[src/rtl/cnt_seq_monitor_pkg.sv]
// Shared encodings for the up/down counter family: direction states and step classes.
// Direction codes match the counter blocks so dir can be compared directly.
package cnt_seq_monitor_pkg;

    localparam int unsigned RunW = 4;

    typedef enum logic [1:0] {
        DirInit = 2'b00,
        DirUp   = 2'b01,
        DirDown = 2'b10,
        DirHold = 2'b11
    } dir_e;

    typedef enum logic [1:0] {
        StepHold = 2'b00,
        StepUp   = 2'b01,
        StepDown = 2'b10,
        StepErr  = 2'b11
    } step_e;

    // DirInit doubles as "no direction yet" for last-direction tracking.
    function automatic dir_e step_to_dir(step_e s);
        case (s)
            StepUp:   return DirUp;
            StepDown: return DirDown;
            StepHold: return DirHold;
            default:  return DirInit;
        endcase
    endfunction

endpackage

[src/rtl/cnt_seq_monitor_if.sv]
// Sample input and status bundle between an up/down counter and its sequence monitor.
interface cnt_seq_monitor_if
    import cnt_seq_monitor_pkg::*;
#(
    parameter int unsigned W     = 3,
    parameter int unsigned ERR_W = 8
);
    logic             en;
    logic [W-1:0]     cnt_in;
    logic [1:0]       dir;
    logic             turn;
    logic [W-1:0]     peak;
    logic [W-1:0]     trough;
    logic [RunW-1:0]  run_len;
    logic             step_err;
    logic [ERR_W-1:0] err_cnt;

    modport master (
        output en, cnt_in,
        input  dir, turn, peak, trough, run_len, step_err, err_cnt
    );

    modport slave (
        input  en, cnt_in,
        output dir, turn, peak, trough, run_len, step_err, err_cnt
    );

endinterface

[src/rtl/step_classify.sv]
// Combinational classification of one count step (prev -> cnt_in) as up, down, hold or error.
module step_classify
    import cnt_seq_monitor_pkg::*;
#(
    parameter int unsigned W          = 3,
    parameter bit          ALLOW_WRAP = 1'b1
) (
    input  logic [W-1:0] prev,
    input  logic [W-1:0] cnt_in,
    output step_e        step
);

    localparam logic [W-1:0] One     = W'(1);
    localparam logic [W-1:0] AllOnes = '1;

    logic [W-1:0] delta;
    logic         wrap;

    always_comb begin
        delta = cnt_in - prev;
        wrap  = ((prev == AllOnes) && (cnt_in == '0)) || ((prev == '0) && (cnt_in == AllOnes));
        step  = StepErr;
        if (delta == '0) begin
            step = StepHold;
        end else if (delta == One) begin
            step = StepUp;
        end else if (delta == AllOnes) begin
            step = StepDown;
        end
        // Without wrap support the modular +/-1 across the boundary is a jump.
        if (!ALLOW_WRAP && wrap) begin
            step = StepErr;
        end
    end

endmodule

[src/rtl/cnt_seq_monitor.sv]
// Watches an up/down counter's output: tracks direction, reversals, peak/trough,
// run length and illegal steps. All outputs are registered.
module cnt_seq_monitor
    import cnt_seq_monitor_pkg::*;
#(
    parameter int unsigned W          = 3,
    parameter bit          ALLOW_WRAP = 1'b1,
    parameter int unsigned ERR_W      = 8
) (
    input  logic               clk,
    input  logic               rst,
    cnt_seq_monitor_if.slave   bus
);

    dir_e             state_q, state_d;
    dir_e             last_dir_q, last_dir_d;
    logic             primed_q, primed_d;
    logic [W-1:0]     prev_q, prev_d;
    logic             turn_q, turn_d;
    logic             step_err_q, step_err_d;
    logic [W-1:0]     peak_q, peak_d;
    logic [W-1:0]     trough_q, trough_d;
    logic [RunW-1:0]  run_len_q, run_len_d;
    logic [ERR_W-1:0] err_cnt_q, err_cnt_d;

    step_e step;
    dir_e  step_dir;

    step_classify #(
        .W          (W),
        .ALLOW_WRAP (ALLOW_WRAP)
    ) u_step_classify (
        .prev   (prev_q),
        .cnt_in (bus.cnt_in),
        .step   (step)
    );

    assign step_dir = step_to_dir(step);

    always_comb begin
        state_d    = state_q;
        last_dir_d = last_dir_q;
        primed_d   = primed_q;
        prev_d     = prev_q;
        turn_d     = 1'b0;
        step_err_d = 1'b0;
        peak_d     = peak_q;
        trough_d   = trough_q;
        run_len_d  = run_len_q;
        err_cnt_d  = err_cnt_q;

        if (bus.en) begin
            prev_d   = bus.cnt_in;
            primed_d = 1'b1;
            // The first sample after reset only seeds prev.
            if (primed_q) begin
                unique case (step)
                    StepErr: begin
                        step_err_d = 1'b1;
                        run_len_d  = '0;
                        if (!(&err_cnt_q)) begin
                            err_cnt_d = err_cnt_q + 1'b1;
                        end
                    end
                    StepHold: begin
                        state_d = DirHold;
                    end
                    StepUp, StepDown: begin
                        state_d    = step_dir;
                        last_dir_d = step_dir;
                        if (last_dir_q == step_dir) begin
                            if (!(&run_len_q)) begin
                                run_len_d = run_len_q + 1'b1;
                            end
                        end else begin
                            run_len_d = RunW'(1);
                            // A reversal is measured against the last real move, so holds in
                            // between do not hide it.
                            if (last_dir_q != DirInit) begin
                                turn_d = 1'b1;
                                if (step_dir == DirDown) begin
                                    peak_d = prev_q;
                                end else begin
                                    trough_d = prev_q;
                                end
                            end
                        end
                    end
                endcase
            end
        end
    end

    always_ff @(posedge clk or posedge rst) begin
        if (rst) begin
            state_q    <= DirInit;
            last_dir_q <= DirInit;
            primed_q   <= 1'b0;
            prev_q     <= '0;
            turn_q     <= 1'b0;
            step_err_q <= 1'b0;
            peak_q     <= '0;
            trough_q   <= '0;
            run_len_q  <= '0;
            err_cnt_q  <= '0;
        end else begin
            state_q    <= state_d;
            last_dir_q <= last_dir_d;
            primed_q   <= primed_d;
            prev_q     <= prev_d;
            turn_q     <= turn_d;
            step_err_q <= step_err_d;
            peak_q     <= peak_d;
            trough_q   <= trough_d;
            run_len_q  <= run_len_d;
            err_cnt_q  <= err_cnt_d;
        end
    end

    assign bus.dir      = state_q;
    assign bus.turn     = turn_q;
    assign bus.step_err = step_err_q;
    assign bus.peak     = peak_q;
    assign bus.trough   = trough_q;
    assign bus.run_len  = run_len_q;
    assign bus.err_cnt  = err_cnt_q;

    pulse_excl_a: assert property (@(posedge clk) disable iff (rst) !(turn_q && step_err_q));

endmodule
[src/flat_wrapper.sv]
// flat-port wrapper written by rule: the top's interface ports become plain ports
module cnt_seq_monitor_flat import cnt_seq_monitor_pkg::*;
#(
    parameter int unsigned W          = 3,
    parameter bit          ALLOW_WRAP = 1'b1,
    parameter int unsigned ERR_W      = 8
)
  (clk, rst, bus_en, bus_cnt_in, bus_dir, bus_turn, bus_peak, bus_trough, bus_run_len, bus_step_err, bus_err_cnt);
  cnt_seq_monitor_if #(.W(W), .ERR_W(ERR_W)) bus_i ();
  input  logic clk;
  input  logic rst;
  input wire logic [$bits(bus_i.en)-1:0] bus_en;
  input wire logic [$bits(bus_i.cnt_in)-1:0] bus_cnt_in;
  output wire logic [$bits(bus_i.dir)-1:0] bus_dir;
  output wire logic [$bits(bus_i.turn)-1:0] bus_turn;
  output wire logic [$bits(bus_i.peak)-1:0] bus_peak;
  output wire logic [$bits(bus_i.trough)-1:0] bus_trough;
  output wire logic [$bits(bus_i.run_len)-1:0] bus_run_len;
  output wire logic [$bits(bus_i.step_err)-1:0] bus_step_err;
  output wire logic [$bits(bus_i.err_cnt)-1:0] bus_err_cnt;
  assign bus_i.en = bus_en;
  assign bus_i.cnt_in = bus_cnt_in;
  assign bus_dir = bus_i.dir;
  assign bus_turn = bus_i.turn;
  assign bus_peak = bus_i.peak;
  assign bus_trough = bus_i.trough;
  assign bus_run_len = bus_i.run_len;
  assign bus_step_err = bus_i.step_err;
  assign bus_err_cnt = bus_i.err_cnt;
  cnt_seq_monitor #(.W(W), .ALLOW_WRAP(ALLOW_WRAP), .ERR_W(ERR_W)) u_core (.clk(clk), .rst(rst), .bus(bus_i));
endmodule
[config.mk]
export PLATFORM = sky130hd
export DESIGN_NAME = cnt_seq_monitor_flat
export DESIGN_NICKNAME = d
export VERILOG_FILES = /design/src/rtl/cnt_seq_monitor_pkg.sv /design/src/rtl/cnt_seq_monitor_if.sv /design/src/rtl/step_classify.sv /design/src/rtl/cnt_seq_monitor.sv /design/src/flat_wrapper.sv
export SDC_FILE = /design/constraint.sdc
export NUM_CORES = 1
export LEC_CHECK = 0
export ABC_CLOCK_PERIOD_IN_PS = 3700
export CAP_MARGIN = 25
export CORE_MARGIN = 2
export CORE_UTILIZATION = 51
export CTS_CLUSTER_SIZE = 40
export DETAILED_ROUTE_END_ITERATION = 10
export PLACE_DENSITY_LB_ADDON = 0.2
export SYNTH_ARGS = -nofsm -noshare
export SYNTH_HDL_FRONTEND = slang
export SYNTH_SLANG_ARGS = --single-unit
[constraint.sdc]
create_clock -name clk -period 3.7 [get_ports clk]
set_input_delay 0.74 -clock clk [delete_from_list [all_inputs] [get_ports clk]]
set_output_delay 0.74 -clock clk [all_outputs]
set_load 0.1 [all_outputs]
==> results.json <==
{
  "status": "complete, no violations",
  "ant_nets": 0,
  "synthCells": 126,
  "wirelength_um": 2860,
  "skew_ns": 0.00319,
  "routed-wl-met3_um": 76,
  "grt_pass1_vias": 1162,
  "syn-num-nets": 142,
  "ys_seq_area_share_pct": 48.6,
  "cts_buffers": 3,
  "setup_viol": 0,
  "grt_pass1_wl_um": 5060,
  "insertion_delay_ns": 0.32,
  "dpl_cell_area_um2": 1840,
  "synth-main-ff-cell": "dfrtp_1",
  "n_antenna_cell": 0,
  "clockRootBuffer": "clkbuf_4",
  "post_layout_nonfiller_instances": 197,
  "drcViolationCount": 0,
  "crit_path_start_kind": "input pin",
  "area_delta_synth_final_pct": 30.2,
  "min_from": "u_core.bus.dir[0]$_DFFE_PP0P_",
  "vias": 1067,
  "dr.pass1.iters": 4,
  "die-area_um2": 3270,
  "final_cell_mix": "dfrtp_1, clkdlybuf4s50_1, nand2_1, ha_1",
  "hold_buffers": 0,
  "ff2ff_path_depth": 9,
  "synth_area_um2": 1440,
  "period_minus_slack_ns": 3.51,
  "hold_viol_final": 0,
  "synth_seq_cells": 28,
  "fin_area_um2": 1880,
  "rows": 19,
  "avgSynthCellArea_um2": 11.4,
  "grt.overflow.total": 0,
  "r2r_slack_ns": 0.71,
  "cts_resized": 0,
  "reg2reg_to": "u_core.bus.trough[1]$_DFFE_PP0P_",
  "rsz0062_at_grt": "false",
  "arrival_ns": 3.73,
  "cpMostUsedCell": "ha_1",
  "maxSlewViolCount": 0,
  "portBuffers": 27,
  "hold_path_end": "u_core.bus.dir[0]$_DFFE_PP0P_",
  "core-area_um2": 2710,
  "worst_slack_ns": 0.190,
  "slew_headroom_pct": 34.5,
  "synth_top_area_cell": "dfrtp_1",
  "final_common_cell": "dfrtp_1",
  "r2r-start": "u_core.prev_q[0]$_DFFE_PP0P_",
  "clkSinkCount": 28,
  "path_cells": "clkdlybuf4s50_1, inv_1, ha_1, fa_1, xnor3_2, and2_1, a21oi_1, ha_1, or2_0, or3_4, mux2_4",
  "track_usage_pct": 19.9,
  "crit_required_ns": 3.92,
  "start_util_pct": 53.2,
  "worstSetupPathType": "in -> reg",
  "cts_max_path_buffers": 2,
  "fin_nets": 183,
  "dp_hpwl_um": 2280,
  "whs_path_depth": 2,
  "crit_slowest_cell": "clkdlybuf4s50_1",
  "hold_slack_ns": 0.502,
  "synth_edf_count": 0,
  "io_pins": 28,
  "die_h_um": 57.2,
  "place.gp.congestion": 0.875,
  "synthArstFlopShare_pct": 100,
  "place_inst": 193,
  "cts_tree": "done",
  "via_per_inst": 5.42,
  "top_layer": "met4",
  "wl_met1_um": 1210,
  "post-place-ws_ns": -0.184,
  "met2_length_um": 1540,
  "cap_violations": 0,
  "htree_num_levels": 1,
  "worst_slew_pin_slew_ns": 0.980,
  "drt_iter0_drc": 21,
  "synth_area_leaders": "dfrtp_1, ha_1, mux2_2",
  "fin_crit_sh_pct": 94.9,
  "drive_gt1_share_pct": 19.3,
  "cp_max_fo": 3,
  "crit_path_max_incr_delay_ns": 0.49,
  "hold_path_class": "reg -> reg",
  "clkTransAtPathRegs_ns": 0.14,
  "crit_path_end_kind": "flop",
  "ys_warn_count": 0,
  "synth_top_area_share_pct": 48.6,
  "grt_max_degree": 24,
  "antenna_found_initial": 0,
  "ys_types": 35,
  "post-cts-setup-buffers": 0,
  "die_w_um": 57.2,
  "fmax_mhz": 285,
  "wire_per_inst_um": 14.5
}
-- synth_stat cells, types with 2 or more instances --
| library cell | number |
|---|---|
| dfrtp_1 | 28 |
| ha_1 | 9 |
| nand2_1 | 9 |
| inv_1 | 8 |
| mux2_2 | 7 |
| nor2_1 | 6 |
| xnor2_1 | 6 |
| a21oi_1 | 5 |
| nand3_1 | 5 |
| and3_1 | 4 |
| o21ai_0 | 4 |
| mux2_4 | 3 |
| nand4_1 | 3 |
| nor3_1 | 3 |
| or2_2 | 3 |
| a211oi_1 | 2 |
| and2_1 | 2 |
| or4_1 | 2 |
-- how the worst max path moves through the flow --
stage             startpoint                           endpoint
3_5_place_dp   bus_cnt_in[0]  u_core.bus.run_len[0]$_DFFE_PP0P_
5_1_grt        bus_cnt_in[0]  u_core.bus.run_len[0]$_DFFE_PP0P_
2_1_floorplan  bus_cnt_in[0]   u_core.bus.trough[0]$_DFFE_PP0P_
4_1_cts        bus_cnt_in[0]  u_core.bus.run_len[0]$_DFFE_PP0P_
3_3_place_gp   bus_cnt_in[0]   u_core.bus.trough[1]$_DFFE_PP0P_
6_report       bus_cnt_in[0]   u_core.bus.trough[1]$_DFFE_PP0P_
-- through the flow --
| stage | setup TNS (ns) | utilization [%] |
|---|---|---|
| 3_3_place_gp | -0.138 | 66.8 |
| 3_5_place_dp | -1.00 | 67.8 |
| 4_1_cts | 0 | 69.2 |
| 5_1_grt | 0 | 69.3 |
| 2_1_floorplan | 0 | - |
| 6_report | 0 | 69.3 |
-- cell type report --
cell class	count	area, µm²
clock buffer	4	36.3
fill	221	833
inverter	8	30.0
multi-input combinational	90	713
sequential	28	701
tap	31	38.8
timing repair buffer	36	358
-- critical path: cells and delay by family --
family / cells / cell delay (ns)
adder cells (fa/ha/maj): 3 / 0.85
AND/OR/NAND/NOR: 3 / 0.83
AO/OA/AOI/OAI: 1 / 0.22
buffers and inverters: 2 / 0.54
XOR/XNOR: 1 / 0.25
multiplexers: 1 / 0.30
-- kinds of logic (layout without fill, tap and decap cells) --
group                    after synthesis  after routing  share of synthesized area [%]
AO/OA/AOI/OAI                         18             18                           8.42
buffers and inverters                  8             48                           2.08
flip-flops                            28             28                           48.6
XOR/XNOR                               8              8                           5.90
adder cells (fa/ha/maj)               10             10                           9.20
AND/OR/NAND/NOR                       43             43                           16.5
multiplexers                          11             11                           9.29
-- routing by layer --
metal | vias up | track usage [%]
met5 | - | 0
met4 | 0 | 9.97
met3 | 4 | 2.49
met2 | 21 | 35.8
met1 | 519 | 23.2
li1 | 523 | -
-- state kept, by name (all words and copies together), names as in the netlist, 2 cells and up --
register and cells:
u_core.last_dir_q 2, u_core.bus.err_cnt 8, u_core.bus.trough 3, u_core.bus.dir 2
u_core.bus.peak 3, u_core.prev_q 3, u_core.bus.run_len 4
Power is not shown: default switching activity piles up to over one toggle a cycle in this logic, so the estimate is an artifact.
